File: config.mk
export PLATFORM = sky130hd
export DESIGN_NAME = sprite_renderer_flat
export DESIGN_NICKNAME = d
export VERILOG_FILES = /design/src/rtl/sprite_renderer_if.sv /design/src/rtl/sprite_renderer.sv /design/src/flat_wrapper.sv
export SDC_FILE = /design/constraint.sdc
export NUM_CORES = 1
export LEC_CHECK = 0
export CAP_MARGIN = 40
export CORE_ASPECT_RATIO = 0.75
export CORE_MARGIN = 2
export CORE_UTILIZATION = 45
export CTS_CLUSTER_SIZE = 30
export DETAILED_ROUTE_END_ITERATION = 8
export PLACE_DENSITY = 0.72
export SKIP_CTS_REPAIR_TIMING = 1
export SYNTH_ARGS = -nofsm -noshare
export SYNTH_HDL_FRONTEND = slang
export SYNTH_SLANG_ARGS = --single-unit
File: constraint.sdc
create_clock -name clk -period 2.7 [get_ports clk]
set_input_delay 0.405 -clock clk [delete_from_list [all_inputs] [get_ports clk]]
set_output_delay 0.405 -clock clk [all_outputs]
set_load 0.01 [all_outputs]
File: src/rtl/sprite_renderer_if.sv
// Pixel/config bundle between video timing, the sprite renderer and the sprite ROM.
interface sprite_renderer_if;
  logic [9:0] hcount;
  logic [9:0] vcount;
  logic       active;
  logic       frame_start;
  logic [9:0] pos_x_in;
  logic [9:0] pos_y_in;
  logic [1:0] idx_in;
  logic       hflip_in;
  logic       en_in;
  logic       anim_en_in;
  logic [3:0] rom_pixel;
  logic [9:0] rom_add;
  logic       sprite_on;
  logic [3:0] color;

  modport master (
    output hcount, vcount, active, frame_start,
    output pos_x_in, pos_y_in, idx_in, hflip_in, en_in, anim_en_in, rom_pixel,
    input  rom_add, sprite_on, color
  );

  modport slave (
    input  hcount, vcount, active, frame_start,
    input  pos_x_in, pos_y_in, idx_in, hflip_in, en_in, anim_en_in, rom_pixel,
    output rom_add, sprite_on, color
  );
endinterface

File: src/rtl/sprite_renderer.sv
// Sprite hit test, ROM addressing and 3-cycle aligned colour/coverage output
// with per-frame shadowed position/index and frame-based animation.
module sprite_renderer #(
  parameter int         SPR_W    = 16,
  parameter int         SPR_H    = 16,
  parameter logic [3:0] TRANSP   = 4'h0,
  parameter int         ANIM_DIV = 8
) (
  input  logic              clk,
  input  logic              rstn,
  sprite_renderer_if.slave  bus
);

  logic [9:0] pos_x_q, pos_y_q;
  logic [1:0] idx_q;
  logic       hflip_q, en_q, anim_en_q;
  logic [7:0] anim_cnt_q, anim_cnt_d;
  logic [1:0] anim_step_q, anim_step_d;

  logic [10:0] dx, dy;
  logic        hit0;
  logic [1:0]  eff_idx;
  logic [3:0]  col;
  logic [9:0]  rom_add_q, rom_add_d;
  logic [1:0]  hit_pipe_q;  // [0] aligned with rom_add, [1] with rom_pixel
  logic        sprite_on_q, sprite_on_d;
  logic [3:0]  color_q;

  always_comb begin
    // MSB of the 11-bit difference is the borrow: pixel left of / above the sprite
    dx      = {1'b0, bus.hcount} - {1'b0, pos_x_q};
    dy      = {1'b0, bus.vcount} - {1'b0, pos_y_q};
    hit0    = bus.active & en_q & ~dx[10] & ~dy[10] &
              (dx[9:0] < 10'(SPR_W)) & (dy[9:0] < 10'(SPR_H));
    eff_idx = idx_q + anim_step_q;
    col     = hflip_q ? ~dx[3:0] : dx[3:0];
    rom_add_d = hit0 ? {eff_idx, dy[3:0], col} : rom_add_q;

    anim_cnt_d  = anim_cnt_q;
    anim_step_d = anim_step_q;
    if (!anim_en_q) begin
      anim_cnt_d  = '0;
      anim_step_d = '0;
    end else if (anim_cnt_q == 8'(ANIM_DIV - 1)) begin
      anim_cnt_d  = '0;
      anim_step_d = anim_step_q + 2'd1;
    end else begin
      anim_cnt_d  = anim_cnt_q + 8'd1;
    end

    sprite_on_d = hit_pipe_q[1] & (bus.rom_pixel != TRANSP);
  end

  always_ff @(posedge clk or negedge rstn) begin
    if (!rstn) begin
      pos_x_q     <= '0;
      pos_y_q     <= '0;
      idx_q       <= '0;
      hflip_q     <= 1'b0;
      en_q        <= 1'b0;
      anim_en_q   <= 1'b0;
      anim_cnt_q  <= '0;
      anim_step_q <= '0;
      rom_add_q   <= '0;
      hit_pipe_q  <= '0;
      sprite_on_q <= 1'b0;
      color_q     <= TRANSP;
    end else begin
      if (bus.frame_start) begin
        pos_x_q     <= bus.pos_x_in;
        pos_y_q     <= bus.pos_y_in;
        idx_q       <= bus.idx_in;
        hflip_q     <= bus.hflip_in;
        en_q        <= bus.en_in;
        anim_en_q   <= bus.anim_en_in;
        anim_cnt_q  <= anim_cnt_d;
        anim_step_q <= anim_step_d;
      end
      rom_add_q   <= rom_add_d;
      hit_pipe_q  <= {hit_pipe_q[0], hit0};
      sprite_on_q <= sprite_on_d;
      color_q     <= sprite_on_d ? bus.rom_pixel : TRANSP;
    end
  end

  assign bus.rom_add   = rom_add_q;
  assign bus.sprite_on = sprite_on_q;
  assign bus.color     = color_q;

endmodule

File: src/flat_wrapper.sv
// flat-port wrapper written by rule: the top's interface ports become plain ports
module sprite_renderer_flat 
#(
  parameter int         SPR_W    = 16,
  parameter int         SPR_H    = 16,
  parameter logic [3:0] TRANSP   = 4'h0,
  parameter int         ANIM_DIV = 8
)
  (clk, rstn, bus_hcount, bus_vcount, bus_active, bus_frame_start, bus_pos_x_in, bus_pos_y_in, bus_idx_in, bus_hflip_in, bus_en_in, bus_anim_en_in, bus_rom_pixel, bus_rom_add, bus_sprite_on, bus_color);
  sprite_renderer_if bus_i ();
  input  logic clk;
  input  logic rstn;
  input wire logic [$bits(bus_i.hcount)-1:0] bus_hcount;
  input wire logic [$bits(bus_i.vcount)-1:0] bus_vcount;
  input wire logic [$bits(bus_i.active)-1:0] bus_active;
  input wire logic [$bits(bus_i.frame_start)-1:0] bus_frame_start;
  input wire logic [$bits(bus_i.pos_x_in)-1:0] bus_pos_x_in;
  input wire logic [$bits(bus_i.pos_y_in)-1:0] bus_pos_y_in;
  input wire logic [$bits(bus_i.idx_in)-1:0] bus_idx_in;
  input wire logic [$bits(bus_i.hflip_in)-1:0] bus_hflip_in;
  input wire logic [$bits(bus_i.en_in)-1:0] bus_en_in;
  input wire logic [$bits(bus_i.anim_en_in)-1:0] bus_anim_en_in;
  input wire logic [$bits(bus_i.rom_pixel)-1:0] bus_rom_pixel;
  output wire logic [$bits(bus_i.rom_add)-1:0] bus_rom_add;
  output wire logic [$bits(bus_i.sprite_on)-1:0] bus_sprite_on;
  output wire logic [$bits(bus_i.color)-1:0] bus_color;
  assign bus_i.hcount = bus_hcount;
  assign bus_i.vcount = bus_vcount;
  assign bus_i.active = bus_active;
  assign bus_i.frame_start = bus_frame_start;
  assign bus_i.pos_x_in = bus_pos_x_in;
  assign bus_i.pos_y_in = bus_pos_y_in;
  assign bus_i.idx_in = bus_idx_in;
  assign bus_i.hflip_in = bus_hflip_in;
  assign bus_i.en_in = bus_en_in;
  assign bus_i.anim_en_in = bus_anim_en_in;
  assign bus_i.rom_pixel = bus_rom_pixel;
  assign bus_rom_add = bus_i.rom_add;
  assign bus_sprite_on = bus_i.sprite_on;
  assign bus_color = bus_i.color;
  sprite_renderer #(.SPR_W(SPR_W), .SPR_H(SPR_H), .TRANSP(TRANSP), .ANIM_DIV(ANIM_DIV)) u_core (.clk(clk), .rstn(rstn), .bus(bus_i));
endmodule
Word-level counts from Yosys, hierarchy flattened --
Index checks and enable logic that the tools add are counted.
Operators by class: bitwise operators 9, reductions and logical operators 2, magnitude comparators 2, equal/unequal tests 2, multiplexer cells 6, add/subtract/negate cells 5
Operator list (count):
- 10-bit by 10-bit subtractor with 11-bit output | 2
- 10-bit by 5-bit < comparator with 1-bit output, second input constant | 2
- 8-bit 2-to-1 mux | 2
- 8-bit by 1-bit adder with 8-bit output, second input constant | 1
- 8-bit by 3-bit == test with 1-bit output, second input constant | 1
- 4-bit 2-to-1 mux | 2
- 1-bit AND | 6
- 2-bit 2-to-1 mux | 2
- 4-bit inverter | 1
- 4-bit nonzero test | 1
- 2-bit by 1-bit adder with 2-bit output, second input constant | 1
- 2-bit adder | 1
- 2-bit inequality test, second input constant | 1
- 1-bit inverter | 2
- 2-bit AND reduction | 1
Word-level totals: word-level logic and storage cells 38, bits of input ports 53, output and inout port bits 15, register bits 52

Depth between registers and ports, before layout --
Gate-level depths: netlist of run 1.
depth after elaboration 6, depth in mapped cells 12, depth with buffers taken out 11

Worst setup path before layout of run 1 --
OpenSTA, ideal clock, no wires.
kind input-to-reg, start point input port bus_vcount[0], end point register u_core.rom_add_q[0] (netlist: u_core.bus.rom_add[0]), slack -0.193 ns, stages on the path 12, buffers on the path 1, setup time 0.125 ns, required time 2.575 ns, arrival time 2.768 ns, cell sequence inv_1 > ha_1 > inv_1 > fa_1 > a21o_2 > a22o_1 > or2_0 > a211o_1 > and4bb_1 > nand4bb_1 > buf_6 > mux2_4
On the way: word-level cells in the longest chain between the ends 5, elaborated cells on any way between the ends 6, those cells by class add/sub (1); order compare (1); bitwise (4)
RTL lines:
- start, declared | RTL line flat_wrapper.sv:14 | input wire logic [$bits(bus_i.vcount)-1:0] bus_vcount;
- 10-bit by 10-bit subtractor with 11-bit output (*) | RTL line sprite_renderer.sv:32 | dy = {1'b0, bus.vcount} - {1'b0, pos_y_q};
- branches (longest 3 deep; another with 10-bit by 5-bit < comparator with 1-bit output)
- 1-bit AND (*) | RTL line sprite_renderer.sv:34 | (dx[9:0] < 10'(SPR_W)) & (dy[9:0] < 10'(SPR_H));
- end signal, assigned | RTL line sprite_renderer.sv:79 | rom_add_q <= rom_add_d;
- end, declared | RTL line sprite_renderer.sv:24 | logic [9:0] rom_add_q, rom_add_d;
Every way passes the cells marked *. A chain may end at the register's enable or synchronous reset.

Final worst setup path of run 1 --
start point input port bus_hcount[1], end point register u_core.rom_add_q[5] (netlist: u_core.bus.rom_add[5])
On the way: word-level cells in the longest chain between the ends 6, elaborated cells on any way between the ends 7, those cells by class add/sub (1); order compare (1); bitwise (5)
RTL lines:
- start, declared | RTL line flat_wrapper.sv:13 | input wire logic [$bits(bus_i.hcount)-1:0] bus_hcount;
- 10-bit by 10-bit subtractor with 11-bit output (*) | RTL line sprite_renderer.sv:31 | dx = {1'b0, bus.hcount} - {1'b0, pos_x_q};
- branches (longest 3 deep; another with 10-bit by 5-bit < comparator with 1-bit output)
- 1-bit AND (*) | RTL line sprite_renderer.sv:33 | hit0 = bus.active & en_q & ~dx[10] & ~dy[10] &
- 1-bit AND (*) | RTL line sprite_renderer.sv:34
Marks and branches as above.

==> results of run 1 <==
## routing by layer
layer,up-vias,share of wire,GRT usage
li1,1503,-,-
met1,1410,0.49,0.297
met2,83,0.45,0.356
met3,5,0.053,0.0443
met4,0,0.0047,0.0324
met5,-,0,0
## critical path: cells and delay by family
kind | cells | cell delay, ns
xor+xnor | 1 | 0.26
simple gates | 3 | 0.51
mux | 1 | 0.29
fa+ha+maj | 1 | 0.29
buf+inv | 3 | 0.80
compound gates | 2 | 0.57
## Yosys cell counts, types with 5 or more instances
| library cell | number |
|---|---|
| nor2_1 | 17 |
| o21ai_0 | 29 |
| mux2_4 | 9 |
| ha_1 | 22 |
| xnor2_1 | 10 |
| and2_1 | 5 |
| nand2_1 | 43 |
| inv_1 | 29 |
| nand2b_1 | 5 |
| nand3_1 | 7 |
| a21o_1 | 5 |
| clkbuf_1 | 8 |
| dfrtp_1 | 52 |
| nor3_1 | 9 |
| xor2_1 | 6 |
| mux2_2 | 8 |
| a21oi_1 | 13 |
| nor2b_1 | 11 |
## power breakdown
| part | leakage (nW) | internal (W) | switching (W) |
|---|---|---|---|
| registers | 0.668 | 0.000835 | 0.0000496 |
| logic | 1.54 | 0.000444 | 0.000384 |
| clock network | 0.0548 | 0.000280 | 0.000286 |
| total | 2.26 | 0.00156 | 0.000719 |
## cell type report
| type | instances | area (um2) |
|---|---|---|
| multi-input cells | 263 | 1920 |
| fillers | 627 | 2510 |
| clock buffers | 5 | 68.8 |
| repair buffers | 133 | 1170 |
| flip-flops and latches | 52 | 1300 |
| well taps | 101 | 126 |
| clock inverters | 3 | 46.3 |
| inverters | 29 | 121 |
## placed cells by master, fill, tap and decap left out, types with 5 or more instances in the layout
master and count:
clkbuf_8 5, a21oi_1 13, xor2_1 6, clkdlybuf4s50_1 62, mux2_2 8, nor3_1 9, nor2b_1 10, and2_1 5
xnor2_1 9, dfrtp_1 52, nor2_1 17, nand2_1 43, ha_1 20, o21ai_0 29, inv_1 27, nand2b_1 5
a21o_1 5, buf_4 63, mux2_4 9, nand3_1 7
## final timing paths
| path | endpoint | cells after the start | start | slack, ns |
|---|---|---|---|---|
| setup / recovery | u_core.bus.rom_add[5] | 11 | bus_hcount[1] | -0.23 |
| hold reg to reg | u_core.hit_pipe_q[1] | 0 | u_core.hit_pipe_q[0] | 0.39 |
| setup reg to reg | u_core.bus.rom_add[5] | 11 | u_core.pos_y_q[0] | -0.19 |
| min in group asynchronous | u_core.pos_y_q[4] | 2 | rstn | 0.48 |
| hold / removal | u_core.hit_pipe_q[1] | 0 | u_core.hit_pipe_q[0] | 0.39 |
| max in group asynchronous | u_core.anim_cnt_q[3] | 3 | rstn | 1.56 |
## metrics by stage
step / TNS (ns) / setup WS (ns) / total power, W / utilization
5_1_grt: -3.51 / -0.343 / 0.00242 / 0.655
6_report: -2.27 / -0.226 / 0.00228 / 0.655
4_1_cts: -5.74 / -0.549 / 0.00227 / 0.646
2_1_floorplan: -0.353 / -0.0392 / 0.00134 / -
3_3_place_gp: -9.17 / -0.860 / 0.00169 / 0.630
3_5_place_dp: -9.43 / -0.889 / 0.00170 / 0.630
## cell families after synthesis
| kind of cell | Yosys count |
|---|---|
| buffers and inverters | 40 |
| AO/OA/AOI/OAI | 81 |
| multiplexers | 21 |
| flip-flops | 52 |
| XOR/XNOR | 16 |
| AND/OR/NAND/NOR | 121 |
| adder cells (fa/ha/maj) | 24 |
## sequential cells by signal, summed over array words and instances, names as in the netlist
register / flops
u_core.pos_x_q: 10
u_core.pos_y_q: 10
u_core.anim_en_q: 1
u_core.hflip_q: 1
u_core.bus.rom_add: 10
u_core.anim_step_q: 2
u_core.bus.sprite_on: 1
u_core.anim_cnt_q: 8
u_core.hit_pipe_q: 2
u_core.bus.color: 4
u_core.en_q: 1
u_core.idx_q: 2
==> flow_summary.html, run 1 <==
<table>
<tr><th>Metric</th><th>Value</th></tr>
<tr><th colspan="2">Final layout</th></tr>
<tr><td>Number of nets at the end of the flow</td><td>roughly 560</td></tr>
<tr><td>Antenna diode instance count</td><td>0</td></tr>
<tr><td>Final design instance area without fill</td><td>around 0.0048 mm2</td></tr>
<tr><td>Synthesis-to-layout area growth</td><td>42.0%</td></tr>
<tr><td>Final cell count without fillers</td><td>a little under 600</td></tr>
<tr><td>Share of cells above drive strength 1</td><td>0.221</td></tr>
<tr><th colspan="2">Clocking</th></tr>
<tr><td>Clock root buffer</td><td>clkbuf_8</td></tr>
<tr><td>Maximum level of the CTS H-tree</td><td>2</td></tr>
<tr><td>CTS Sinks</td><td>52</td></tr>
<tr><td>TritonCTS clock tree</td><td>yes</td></tr>
<tr><td>Maximum number of buffers from clock root to sink</td><td>2</td></tr>
<tr><td>Clock transition at the registers of the reported paths</td><td>0.10 ns</td></tr>
<tr><td>Cts bufs inserted</td><td>5</td></tr>
<tr><td>Clock latency on the worst-skew pair</td><td>approximately 0.31 ns</td></tr>
<tr><th colspan="2">Worst setup path</th></tr>
<tr><td>Crit path required time</td><td>around 2.9 ns</td></tr>
<tr><td>Element type at the critical path end</td><td>flip-flop</td></tr>
<tr><td>CP dominant cell by count</td><td>buf_4</td></tr>
<tr><td>Category of the worst setup path launch point</td><td>primary input</td></tr>
<tr><td>Largest fanout on the critical path</td><td>3</td></tr>
<tr><td>Crit path cell chain</td><td>clkdlybuf4s50_1 &gt; buf_4 &gt; ha_1 &gt; nor2b_1 &gt; o2111a_1 &gt; o31a_1 &gt; xnor2_1 &gt; nand3b_1 &gt; nand4bb_1 &gt; buf_4 &gt; mux2_4</td></tr>
<tr><td>Worst stage delay on the critical path</td><td>between 0.4 and 0.5 ns</td></tr>
<tr><td>Critical path class</td><td>primary input to flip-flop</td></tr>
<tr><td>Arrival time worst endpoint</td><td>around 3.1 ns</td></tr>
<tr><td>Slowest-stage cell, CP</td><td>clkdlybuf4s50_1</td></tr>
<tr><th colspan="2">Timing</th></tr>
<tr><td>Setup violation total in the final timing report</td><td>11</td></tr>
<tr><td>Actual transition at the worst max-transition pin</td><td>0.415 ns</td></tr>
<tr><td>Count of final max-slew check failures</td><td>0</td></tr>
<tr><td>Minimum setup slack in the final design</td><td>-0.226 ns</td></tr>
<tr><td>Shortest clock period the worst path allows after layout</td><td>2.93 ns</td></tr>
<tr><td>Unrepaired setup endpoints after global routing</td><td>yes</td></tr>
<tr><td>Worst max-slew margin expressed relative to the limit</td><td>0.716</td></tr>
<tr><td>Post-Route Skew</td><td>between 0.004 and 0.005 ns</td></tr>
<tr><td>Part of the cycle the worst path needs</td><td>1.08</td></tr>
<tr><td>Highest clock rate</td><td>approximately 0.34 GHz</td></tr>
<tr><td>Worst slack on hold paths</td><td>just under 0.4 ns</td></tr>
<tr><td>Hold Vio Cnt, Final</td><td>0</td></tr>
<tr><th colspan="2">Logic synthesis</th></tr>
<tr><td>Fraction of registers with async set or reset after synthesis</td><td>1.00</td></tr>
<tr><td>Share of Yosys cell area claimed by the top area cell type</td><td>0.388</td></tr>
<tr><td>Post-Synth XOR/XNOR Area</td><td>0.0418</td></tr>
<tr><td>Complex-gate fraction of the synthesized area</td><td>0.161</td></tr>
<tr><td>Most used flip-flop cell after synthesis</td><td>dfrtp_1</td></tr>
<tr><td>Number of instances in the synthesized netlist</td><td>approximately 360</td></tr>
<tr><td>Adder-Cell Fraction of Synth Area</td><td>0.0941</td></tr>
<tr><td>Multiplexer share of the synthesized area</td><td>0.0796</td></tr>
<tr><td>Number of flops mapped to enable cells by yosys</td><td>0</td></tr>
<tr><td>Combined area of all synthesized cells</td><td>0.00335 mm2</td></tr>
<tr><td>Cell variety after synth</td><td>56</td></tr>
<tr><td>Average cell area after synthesis</td><td>~9.4 um2</td></tr>
<tr><td>Combinational family with the most area after synthesis</td><td>simple AND/OR/NAND/NOR gates</td></tr>
<tr><td>#FFs+latches synth</td><td>52</td></tr>
<tr><td>Most area-consuming cells after synthesis</td><td>dfrtp_1, ha_1, nand2_1, o21ai_0, mux2_4</td></tr>
<tr><td>Library cell occupying the most area in the post-synthesis netlist</td><td>dfrtp_1</td></tr>
<tr><td>Post-Synth Simple-Gate Area</td><td>0.185</td></tr>
<tr><td>Number of nets in the synthesized netlist</td><td>approximately 430</td></tr>
<tr><td>Register area share after synthesis</td><td>0.388</td></tr>
<tr><td>Synthesis warning total</td><td>0</td></tr>
<tr><th colspan="2">Route</th></tr>
<tr><td>Post-detailed-route wirelength per cell</td><td>14.5 um</td></tr>
<tr><td>Initial drt markers</td><td>between 90 and 100</td></tr>
<tr><td>Drt first pass iters</td><td>4</td></tr>
<tr><td>Wirelength, routed</td><td>8500 um</td></tr>
<tr><td>Vias per cell</td><td>~5</td></tr>
<tr><td>Remaining routing DRC violations</td><td>0</td></tr>
<tr><td>Count of nets left with antenna violations after detail routing</td><td>0</td></tr>
<tr><td>Overall via count from detail_route</td><td>around 3000</td></tr>
<tr><th colspan="2">GRT</th></tr>
<tr><td>Pin count of the biggest net entering global routing</td><td>32</td></tr>
<tr><td>Initial antenna violation count</td><td>0</td></tr>
<tr><td>Congestion Overflow GR</td><td>0</td></tr>
<tr><td>First-pass GRT wire length</td><td>around 14000 um</td></tr>
<tr><td>Global-route total usage across every layer</td><td>0.214</td></tr>
<tr><td>Vias in the first global route</td><td>2955</td></tr>
<tr><th colspan="2">Die</th></tr>
<tr><td>Die Y-Extent</td><td>about 80 um</td></tr>
<tr><td>Width of the die</td><td>around 100 um</td></tr>
<tr><td>Effective utilization at floorplan</td><td>0.461</td></tr>
<tr><td>Area of the placeable core</td><td>roughly 0.0073 mm2</td></tr>
<tr><td>Die area</td><td>0.00816 mm2</td></tr>
<tr><td>Ports</td><td>a little under 70</td></tr>
<tr><td>Rows</td><td>27</td></tr>
<tr><th colspan="2">Outcome</th></tr>
<tr><td>Result of the run</td><td>complete, but fails checks</td></tr>
<tr><td>Violations in the final reports</td><td>setup timing</td></tr>
<tr><th colspan="2">Power and ir drop</th></tr>
<tr><td>Lkg Pwr</td><td>between 2 and 2.5 nW</td></tr>
<tr><td>Peak VDD IR</td><td>just under 0.3 mV</td></tr>
<tr><td>Power per cell area</td><td>479 mW/mm2</td></tr>
<tr><th colspan="2">Place</th></tr>
<tr><td>Instance area after placement</td><td>between 0.004 and 0.005 mm2</td></tr>
<tr><td># port buffers</td><td>67</td></tr>
<tr><td>Post-DP HPWL</td><td>just under 7000 um</td></tr>
<tr><td>Inst Count DP</td><td>~570</td></tr>
<tr><td>Gpl congestion</td><td>around 0.90</td></tr>
<tr><th colspan="2">Hold path</th></tr>
<tr><td>Tightest Hold Check Type</td><td>flip-flop to flip-flop</td></tr>
<tr><th colspan="2">Flow run</th></tr>
<tr><td>Max-cap check violation count</td><td>0</td></tr>
</table>
Power figures use the tool's default switching activity.
==> run 2: changes to the inputs <==
--- a/config.mk
+++ b/config.mk
@@ -8,11 +8,13 @@
 export CAP_MARGIN = 40
 export CORE_ASPECT_RATIO = 0.75
 export CORE_MARGIN = 2
-export CORE_UTILIZATION = 45
+export CORE_UTILIZATION = 31
+export CTS_CLUSTER_DIAMETER = 60
 export CTS_CLUSTER_SIZE = 30
 export DETAILED_ROUTE_END_ITERATION = 8
-export PLACE_DENSITY = 0.72
+export PLACE_DENSITY = 0.53
 export SKIP_CTS_REPAIR_TIMING = 1
+export SKIP_LAST_GASP = 1
 export SYNTH_ARGS = -nofsm -noshare
 export SYNTH_HDL_FRONTEND = slang
 export SYNTH_SLANG_ARGS = --single-unit
==> run 2 against run 1 <==
Via count fell by 3.0%. The run still ends with setup timing left. Clock skew rose by 0.0079 ns. Power grew 4.3%. Clock power up 17%. Final area rose by 2.1%. Critical path type unchanged.
==> flow_summary.html, run 2 (synthesis results as in run 1) <==
<table>
<tr><th>Metric</th><th>Value</th></tr>
<tr><th colspan="2">Outcome</th></tr>
<tr><td>Result of the run</td><td>complete, but fails checks</td></tr>
<tr><td>Violations in the final reports</td><td>setup timing</td></tr>
<tr><th colspan="2">Final layout</th></tr>
<tr><td>Final core area utilization</td><td>0.466</td></tr>
<tr><td>Most frequent standard cell in the layout excluding fill and tap cells</td><td>clkdlybuf4s50_1</td></tr>
<tr><td>Area of combinational cells with multiple inputs</td><td>0.00194 mm2</td></tr>
<tr><td>Most frequent cells in the layout</td><td>clkdlybuf4s50_1, buf_4, dfrtp_1</td></tr>
<tr><td>Number of nets at the end of the flow</td><td>around 560</td></tr>
<tr><td>Sequential cell area</td><td>roughly 0.0013 mm2</td></tr>
<tr><td>Antenna diode instance count</td><td>0</td></tr>
<tr><td>Synthesis-to-layout area growth</td><td>44.9%</td></tr>
<tr><td>Final cell count without fillers</td><td>between 600 and 700</td></tr>
<tr><td>Number of filler cells placed in the layout</td><td>1029</td></tr>
<tr><td>Share of cells above drive strength 1</td><td>0.228</td></tr>
<tr><th colspan="2">GRT</th></tr>
<tr><td>Global-route total usage across every layer</td><td>0.151</td></tr>
<tr><td>First-pass GRT wire length</td><td>between 10000 and 15000 um</td></tr>
<tr><td>Congestion Overflow GR</td><td>0</td></tr>
<tr><td>Vias in the first global route</td><td>~2800</td></tr>
<tr><td>Pin count of the biggest net entering global routing</td><td>32</td></tr>
<tr><td>Initial antenna violation count</td><td>0</td></tr>
<tr><th colspan="2">Route</th></tr>
<tr><td>Met1 Wirelength</td><td>approximately 4500 um</td></tr>
<tr><td>Overall via count from detail_route</td><td>roughly 2900</td></tr>
<tr><td>Initial drt markers</td><td>about 100</td></tr>
<tr><td>WL met2</td><td>between 3000 and 4000 um</td></tr>
<tr><td>Vias per cell</td><td>~4.7</td></tr>
<tr><td>Post-detailed-route wirelength per cell</td><td>roughly 14 um</td></tr>
<tr><td>Highest routed metal layer</td><td>met4</td></tr>
<tr><td>Drt first pass iters</td><td>4</td></tr>
<tr><td>Wirelength, routed</td><td>~8500 um</td></tr>
<tr><td>Count of nets left with antenna violations after detail routing</td><td>0</td></tr>
<tr><td>Met3 routed WL</td><td>502 um</td></tr>
<tr><td>Remaining routing DRC violations</td><td>0</td></tr>
<tr><th colspan="2">Die</th></tr>
<tr><td>Width of the die</td><td>124 um</td></tr>
<tr><td>Die area</td><td>about 0.012 mm2</td></tr>
<tr><td>Rows</td><td>32</td></tr>
<tr><td>Die Y-Extent</td><td>94.0 um</td></tr>
<tr><td>Effective utilization at floorplan</td><td>0.322</td></tr>
<tr><td>Area of the placeable core</td><td>about 0.010 mm2</td></tr>
<tr><td>Ports</td><td>68</td></tr>
<tr><th colspan="2">Timing</th></tr>
<tr><td>Setup violation total in the final timing report</td><td>11</td></tr>
<tr><td>Minimum setup slack in the final design</td><td>-0.218 ns</td></tr>
<tr><td>Hold Vio Cnt, Final</td><td>0</td></tr>
<tr><td>Count of final max-slew check failures</td><td>0</td></tr>
<tr><td>Unrepaired setup endpoints after global routing</td><td>yes</td></tr>
<tr><td>Post-Route Skew</td><td>~0.013 ns</td></tr>
<tr><td>Shortest clock period the worst path allows after layout</td><td>~2.9 ns</td></tr>
<tr><td>TNS Setup</td><td>-2.04 ns</td></tr>
<tr><td>Worst max-slew margin expressed relative to the limit</td><td>0.620</td></tr>
<tr><td>Actual transition at the worst max-transition pin</td><td>around 0.57 ns</td></tr>
<tr><td>Worst slack on hold paths</td><td>0.0901 ns</td></tr>
<tr><td>Highest clock rate</td><td>~0.34 GHz</td></tr>
<tr><td>Part of the cycle the worst path needs</td><td>1.08</td></tr>
<tr><th colspan="2">Flow run</th></tr>
<tr><td>Max-cap check violation count</td><td>0</td></tr>
<tr><th colspan="2">Clocking</th></tr>
<tr><td>TritonCTS clock tree</td><td>yes</td></tr>
<tr><td>Maximum level of the CTS H-tree</td><td>2</td></tr>
<tr><td>CTS Sinks</td><td>52</td></tr>
<tr><td>Clock transition at the registers of the reported paths</td><td>0.08 ns</td></tr>
<tr><td>Clock root buffer</td><td>clkbuf_16</td></tr>
<tr><td>Clock latency on the worst-skew pair</td><td>0.30 ns</td></tr>
<tr><td>Cts bufs inserted</td><td>5</td></tr>
<tr><td>Maximum number of buffers from clock root to sink</td><td>2</td></tr>
<tr><th colspan="2">Worst setup path</th></tr>
<tr><td>Arrival time worst endpoint</td><td>between 3 and 4 ns</td></tr>
<tr><td>Crit path cell chain</td><td>clkdlybuf4s50_1 &gt; ha_1 &gt; a21oi_1 &gt; a21oi_1 &gt; a211o_1 &gt; or3_1 &gt; a211oi_2 &gt; nand4bb_1 &gt; buf_6 &gt; mux2_4</td></tr>
<tr><td>Critical path class</td><td>primary input to flip-flop</td></tr>
<tr><td>Element type at the critical path end</td><td>flip-flop</td></tr>
<tr><td>Largest fanout on the critical path</td><td>6</td></tr>
<tr><td>Count of cells along the worst register-to-register path</td><td>11</td></tr>
<tr><td>Kind of cell with the highest combined delay on the critical path</td><td>compound AO/OA/AOI/OAI gates</td></tr>
<tr><td>Terminus of the critical flop-to-flop path</td><td>u_core.bus.rom_add[1]</td></tr>
<tr><td>Category of the worst setup path launch point</td><td>primary input</td></tr>
<tr><td>FF-to-FF Start</td><td>u_core.pos_y_q[0]</td></tr>
<tr><td>Slowest-stage cell, CP</td><td>clkdlybuf4s50_1</td></tr>
<tr><td>Worst stage delay on the critical path</td><td>0.42 ns</td></tr>
<tr><td>CP dominant cell by count</td><td>a21oi_1</td></tr>
<tr><td>Crit path required time</td><td>about 2.9 ns</td></tr>
<tr><td>Flop2flop setup slack</td><td>-0.19 ns</td></tr>
<tr><td>Critical path buffers and inverters</td><td>2</td></tr>
<tr><th colspan="2">Place</th></tr>
<tr><td>Post-DP HPWL</td><td>about 6800 um</td></tr>
<tr><td>Post-placement setup slack</td><td>-0.842 ns</td></tr>
<tr><td>Gpl congestion</td><td>~0.9</td></tr>
<tr><td>Inst Count DP</td><td>just over 600</td></tr>
<tr><td># port buffers</td><td>67</td></tr>
<tr><th colspan="2">Power and ir drop</th></tr>
<tr><td>Lkg Pwr</td><td>approximately 2.3 nW</td></tr>
<tr><td>Peak VDD IR</td><td>a little over 0.3 mV</td></tr>
<tr><td>Power per cell area</td><td>a little under 500 mW/mm2</td></tr>
<tr><th colspan="2">Hold path</th></tr>
<tr><td>Tightest Hold Check Type</td><td>primary input to async pin</td></tr>
</table>
[run 2: cell types whose count changed in the layout (fill, tap and decap cells not counted), sizes merged]
| cell | change |
|---|---|
| dlymetal6s2s | -1 |
| clkinv | +1 |
| dlygate4sd3 | -1 |
| buf | -1 |
| bufinv | -1 |
| clkdlybuf4s50 | +1 |
[run 2: worst max path at each step]
| stage | startpoint | depth (start not counted) | to |
|---|---|---|---|
| finish | bus_vcount[6] | 10 | u_core.bus.rom_add[1] |
| global route | u_core.pos_y_q[0] | 11 | u_core.bus.rom_add[1] |
| CTS | bus_vcount[0] | 13 | u_core.bus.rom_add[3] |
| detailed placement | bus_vcount[0] | 13 | u_core.bus.rom_add[8] |
| global placement | bus_vcount[0] | 13 | u_core.bus.rom_add[9] |
| floorplan | bus_vcount[0] | 12 | u_core.bus.rom_add[0] |
[run 2: routing by layer]
layer / GRT usage / vias up
li1: - / 1504
met1: 0.230 / 1335
met2: 0.219 / 64
met3: 0.0346 / 7
met4: 0.0253 / 0
met5: 0 / -
[run 2: where the power goes]
part	internal, W	leakage (nW)	total, W	switching (W)
Clock	0.000352	0.0719	0.000665	0.000313
Combinational	0.000444	1.52	0.000831	0.000387
Sequential	0.000835	0.668	0.000880	0.0000449
[run 2: cell type report]
| class | count | share of cell area |
|---|---|---|
| clock buffers | 5 | 0.0258 |
| clock inverters | 3 | 0.00567 |
| inverters | 29 | 0.0250 |
| multi-input cells | 263 | 0.400 |
| flip-flops and latches | 52 | 0.268 |
| well taps | 136 | 0.0351 |
| repair buffers | 131 | 0.240 |
[run 2: stage by stage]
stage | instance area (um2) | power, W
finish | 4850 | 0.00238
global placement | 4630 | 0.00169
detailed placement | 4630 | 0.00170
CTS | 4780 | 0.00238
global route | 4850 | 0.00254
floorplan | 3380 | 0.00134
[run 2: worst register-to-register path: cells and delay by family (launching register included)]
family | cells | cell delay (ns)
multiplexers | 1 | 0.29
flip-flops | 1 | 0.39
adder cells (fa/ha/maj) | 2 | 0.54
AO/OA/AOI/OAI | 3 | 0.67
buffers and inverters | 2 | 0.23
AND/OR/NAND/NOR | 3 | 0.65
==> run 3: changes to the inputs <==
--- a/config.mk
+++ b/config.mk
@@ -12,7 +12,8 @@
 export CTS_CLUSTER_DIAMETER = 60
 export CTS_CLUSTER_SIZE = 30
 export DETAILED_ROUTE_END_ITERATION = 8
-export PLACE_DENSITY = 0.53
+export DONT_BUFFER_PORTS = 1
+export PLACE_DENSITY = 0.44
 export SKIP_CTS_REPAIR_TIMING = 1
 export SKIP_LAST_GASP = 1
 export SYNTH_ARGS = -nofsm -noshare
==> run 3 against run 2 <==
Die area stayed put. Largest cell class unchanged. Cell count is 17% lower. Power decreased by 9.2%. Non-clock buffer count decreased by 107. The run still ends with setup timing left. Critical path depth is 1 higher. Maximum frequency grew 1.7%. Via count shrank 13%. Clock power is 3% lower. Clock-buffer cell count stayed put. Routed wire length down 6.2%. Worst setup slack gained 0.048 ns. Sequential power about the same.
==> flow_summary.html, run 3 (synthesis results as in run 1) <==
<table>
<tr><th>Metric</th><th>Value</th></tr>
<tr><th colspan="2">Outcome</th></tr>
<tr><td>Result of the run</td><td>complete, but fails checks</td></tr>
<tr><td>Violations in the final reports</td><td>setup timing</td></tr>
<tr><th colspan="2">Place</th></tr>
<tr><td>Post-DP HPWL</td><td>between 6000 and 7000 um</td></tr>
<tr><td># port buffers</td><td>0</td></tr>
<tr><td>Inst Count DP</td><td>approximately 500</td></tr>
<tr><td>Gpl congestion</td><td>roughly 0.8</td></tr>
<tr><td>Post-placement setup slack</td><td>-0.227 ns</td></tr>
<tr><th colspan="2">Worst setup path</th></tr>
<tr><td>Category of the worst setup path launch point</td><td>flip-flop</td></tr>
<tr><td>Critical path class</td><td>flip-flop to flip-flop</td></tr>
<tr><td>Element type at the critical path end</td><td>flip-flop</td></tr>
<tr><td>Largest fanout on the critical path</td><td>10</td></tr>
<tr><td>Crit path required time</td><td>between 2 and 3 ns</td></tr>
<tr><td>Arrival time worst endpoint</td><td>roughly 3.1 ns</td></tr>
<tr><th colspan="2">Route</th></tr>
<tr><td>Post-detailed-route wirelength per cell</td><td>15.6 um</td></tr>
<tr><td>Drt first pass iters</td><td>5</td></tr>
<tr><td>Remaining routing DRC violations</td><td>0</td></tr>
<tr><td>Initial drt markers</td><td>around 120</td></tr>
<tr><td>Wirelength, routed</td><td>~8000 um</td></tr>
<tr><td>Count of nets left with antenna violations after detail routing</td><td>0</td></tr>
<tr><td>Vias per cell</td><td>4.96</td></tr>
<tr><td>Overall via count from detail_route</td><td>2540</td></tr>
<tr><th colspan="2">Final layout</th></tr>
<tr><td>Most frequent cells in the layout</td><td>dfrtp_1, nand2_1, o21ai_0</td></tr>
<tr><td>Antenna diode instance count</td><td>0</td></tr>
<tr><td>Synthesis-to-layout area growth</td><td>15.1%</td></tr>
<tr><td>Most frequent standard cell in the layout excluding fill and tap cells</td><td>dfrtp_1</td></tr>
<tr><td>Final cell count without fillers</td><td>between 500 and 600</td></tr>
<tr><td>Number of nets at the end of the flow</td><td>about 450</td></tr>
<tr><td>Final core area utilization</td><td>0.370</td></tr>
<tr><td>Share of cells above drive strength 1</td><td>0.160</td></tr>
<tr><th colspan="2">Die</th></tr>
<tr><td>Width of the die</td><td>around 120 um</td></tr>
<tr><td>Rows</td><td>32</td></tr>
<tr><td>Area of the placeable core</td><td>about 0.010 mm2</td></tr>
<tr><td>Die Y-Extent</td><td>roughly 94 um</td></tr>
<tr><td>Ports</td><td>about 70</td></tr>
<tr><td>Effective utilization at floorplan</td><td>0.322</td></tr>
<tr><td>Die area</td><td>between 0.01 and 0.015 mm2</td></tr>
<tr><th colspan="2">Timing</th></tr>
<tr><td>Part of the cycle the worst path needs</td><td>1.06</td></tr>
<tr><td>Worst max-slew margin expressed relative to the limit</td><td>0.685</td></tr>
<tr><td>Shortest clock period the worst path allows after layout</td><td>2.87 ns</td></tr>
<tr><td>Hold Vio Cnt, Final</td><td>0</td></tr>
<tr><td>Worst slack on hold paths</td><td>0.206 ns</td></tr>
<tr><td>Unrepaired setup endpoints after global routing</td><td>yes</td></tr>
<tr><td>Minimum setup slack in the final design</td><td>-0.170 ns</td></tr>
<tr><td>Highest clock rate</td><td>0.348 GHz</td></tr>
<tr><td>Post-Route Skew</td><td>between 0.006 and 0.007 ns</td></tr>
<tr><td>Count of final max-slew check failures</td><td>0</td></tr>
<tr><td>Actual transition at the worst max-transition pin</td><td>between 0.4 and 0.5 ns</td></tr>
<tr><td>Setup violation total in the final timing report</td><td>11</td></tr>
<tr><th colspan="2">GRT</th></tr>
<tr><td>Initial antenna violation count</td><td>0</td></tr>
<tr><td>Pin count of the biggest net entering global routing</td><td>55</td></tr>
<tr><td>First-pass GRT wire length</td><td>approximately 13000 um</td></tr>
<tr><td>Global-route total usage across every layer</td><td>0.148</td></tr>
<tr><td>Vias in the first global route</td><td>approximately 2500</td></tr>
<tr><td>Congestion Overflow GR</td><td>0</td></tr>
<tr><th colspan="2">Clocking</th></tr>
<tr><td>Cts bufs inserted</td><td>5</td></tr>
<tr><td>Clock root buffer</td><td>clkbuf_16</td></tr>
<tr><td>TritonCTS clock tree</td><td>yes</td></tr>
<tr><td>Maximum level of the CTS H-tree</td><td>2</td></tr>
<tr><td>Clock latency on the worst-skew pair</td><td>a little under 0.3 ns</td></tr>
<tr><td>Maximum number of buffers from clock root to sink</td><td>2</td></tr>
<tr><td>Clock transition at the registers of the reported paths</td><td>0.07 ns</td></tr>
<tr><td>CTS Sinks</td><td>52</td></tr>
<tr><th colspan="2">Power and ir drop</th></tr>
<tr><td>Power per cell area</td><td>between 500 and 600 mW/mm2</td></tr>
<tr><td>Lkg Pwr</td><td>roughly 1.8 nW</td></tr>
<tr><td>Peak VDD IR</td><td>around 0.28 mV</td></tr>
<tr><th colspan="2">Hold path</th></tr>
<tr><td>Tightest Hold Check Type</td><td>primary input to flip-flop</td></tr>
<tr><th colspan="2">Flow run</th></tr>
<tr><td>Max-cap check violation count</td><td>0</td></tr>
</table>
## run 3: cell types whose count changed in the layout (fill, tap and decap cells not counted), moves of 2 or more
| cell | before | now |
|---|---|---|
| buf_2 | 2 | 0 |
| buf_4 | 61 | 21 |
| clkdlybuf4s50_1 | 63 | 0 |
| dlymetal6s2s_1 | 2 | 0 |
## run 3: layout make-up
type	count	area [um2]
fillers	1072	6560
multi-input cells	263	1900
flip-flops and latches	52	1300
repair buffers	24	206
well taps	136	170
clock buffers	5	125
inverters	29	121
clock inverters	3	26.3
## run 3: metrics by stage
step / total power (W) / cell area [um2] / TNS (ns)
finish: 0.00216 / 3850 / -1.70
global route: 0.00231 / 3850 / -3.16
CTS: 0.00216 / 3810 / -2.15
detailed placement: 0.00150 / 3660 / -2.40
global placement: 0.00150 / 3660 / -2.10
floorplan: 0.00134 / 3380 / -0.353
## run 3: path summary, 6_finish.rpt
path	startpoint	end	slack, ns	cells after the start
worst min-delay path	bus_frame_start	u_core.pos_x_q[2]	0.21	1
worst min register to register	u_core.hit_pipe_q[0]	u_core.hit_pipe_q[1]	0.41	0
min in group asynchronous	rstn	u_core.pos_y_q[3]	0.63	2
max in group asynchronous	rstn	u_core.anim_cnt_q[3]	1.83	2
worst max-delay path	u_core.pos_y_q[0]	u_core.bus.rom_add[9]	-0.17	11
worst max register to register	u_core.pos_y_q[0]	u_core.bus.rom_add[9]	-0.17	11
## run 3: layer usage
layer | track usage | wire length [um] | vias to the layer above
met4 | 0.0375 | 117 | 0
met1 | 0.226 | 4260 | 1170
li1 | - | - | 1295
met5 | 0 | 0 | -
met2 | 0.193 | 2930 | 67
met3 | 0.0540 | 682 | 8
## run 3: worst max-delay path: stages (launching register included)
cell and delay [ns]:
dfrtp_1 0.39, ha_4 0.16, inv_2 0.04, fa_2 0.37
a21o_2 0.20, a22o_1 0.21, or2_0 0.23, a211o_1 0.28
and4bb_1 0.27, nand4bb_1 0.12, buf_6 0.18, mux2_4 0.30
## run 3: power breakdown
part / switching (W) / total [W] / internal [W]
Sequential: 0.0000479 / 0.000883 / 0.000836
Clock: 0.000297 / 0.000648 / 0.000350
Combinational: 0.000333 / 0.000626 / 0.000293
Total: 0.000677 / 0.00216 / 0.00148
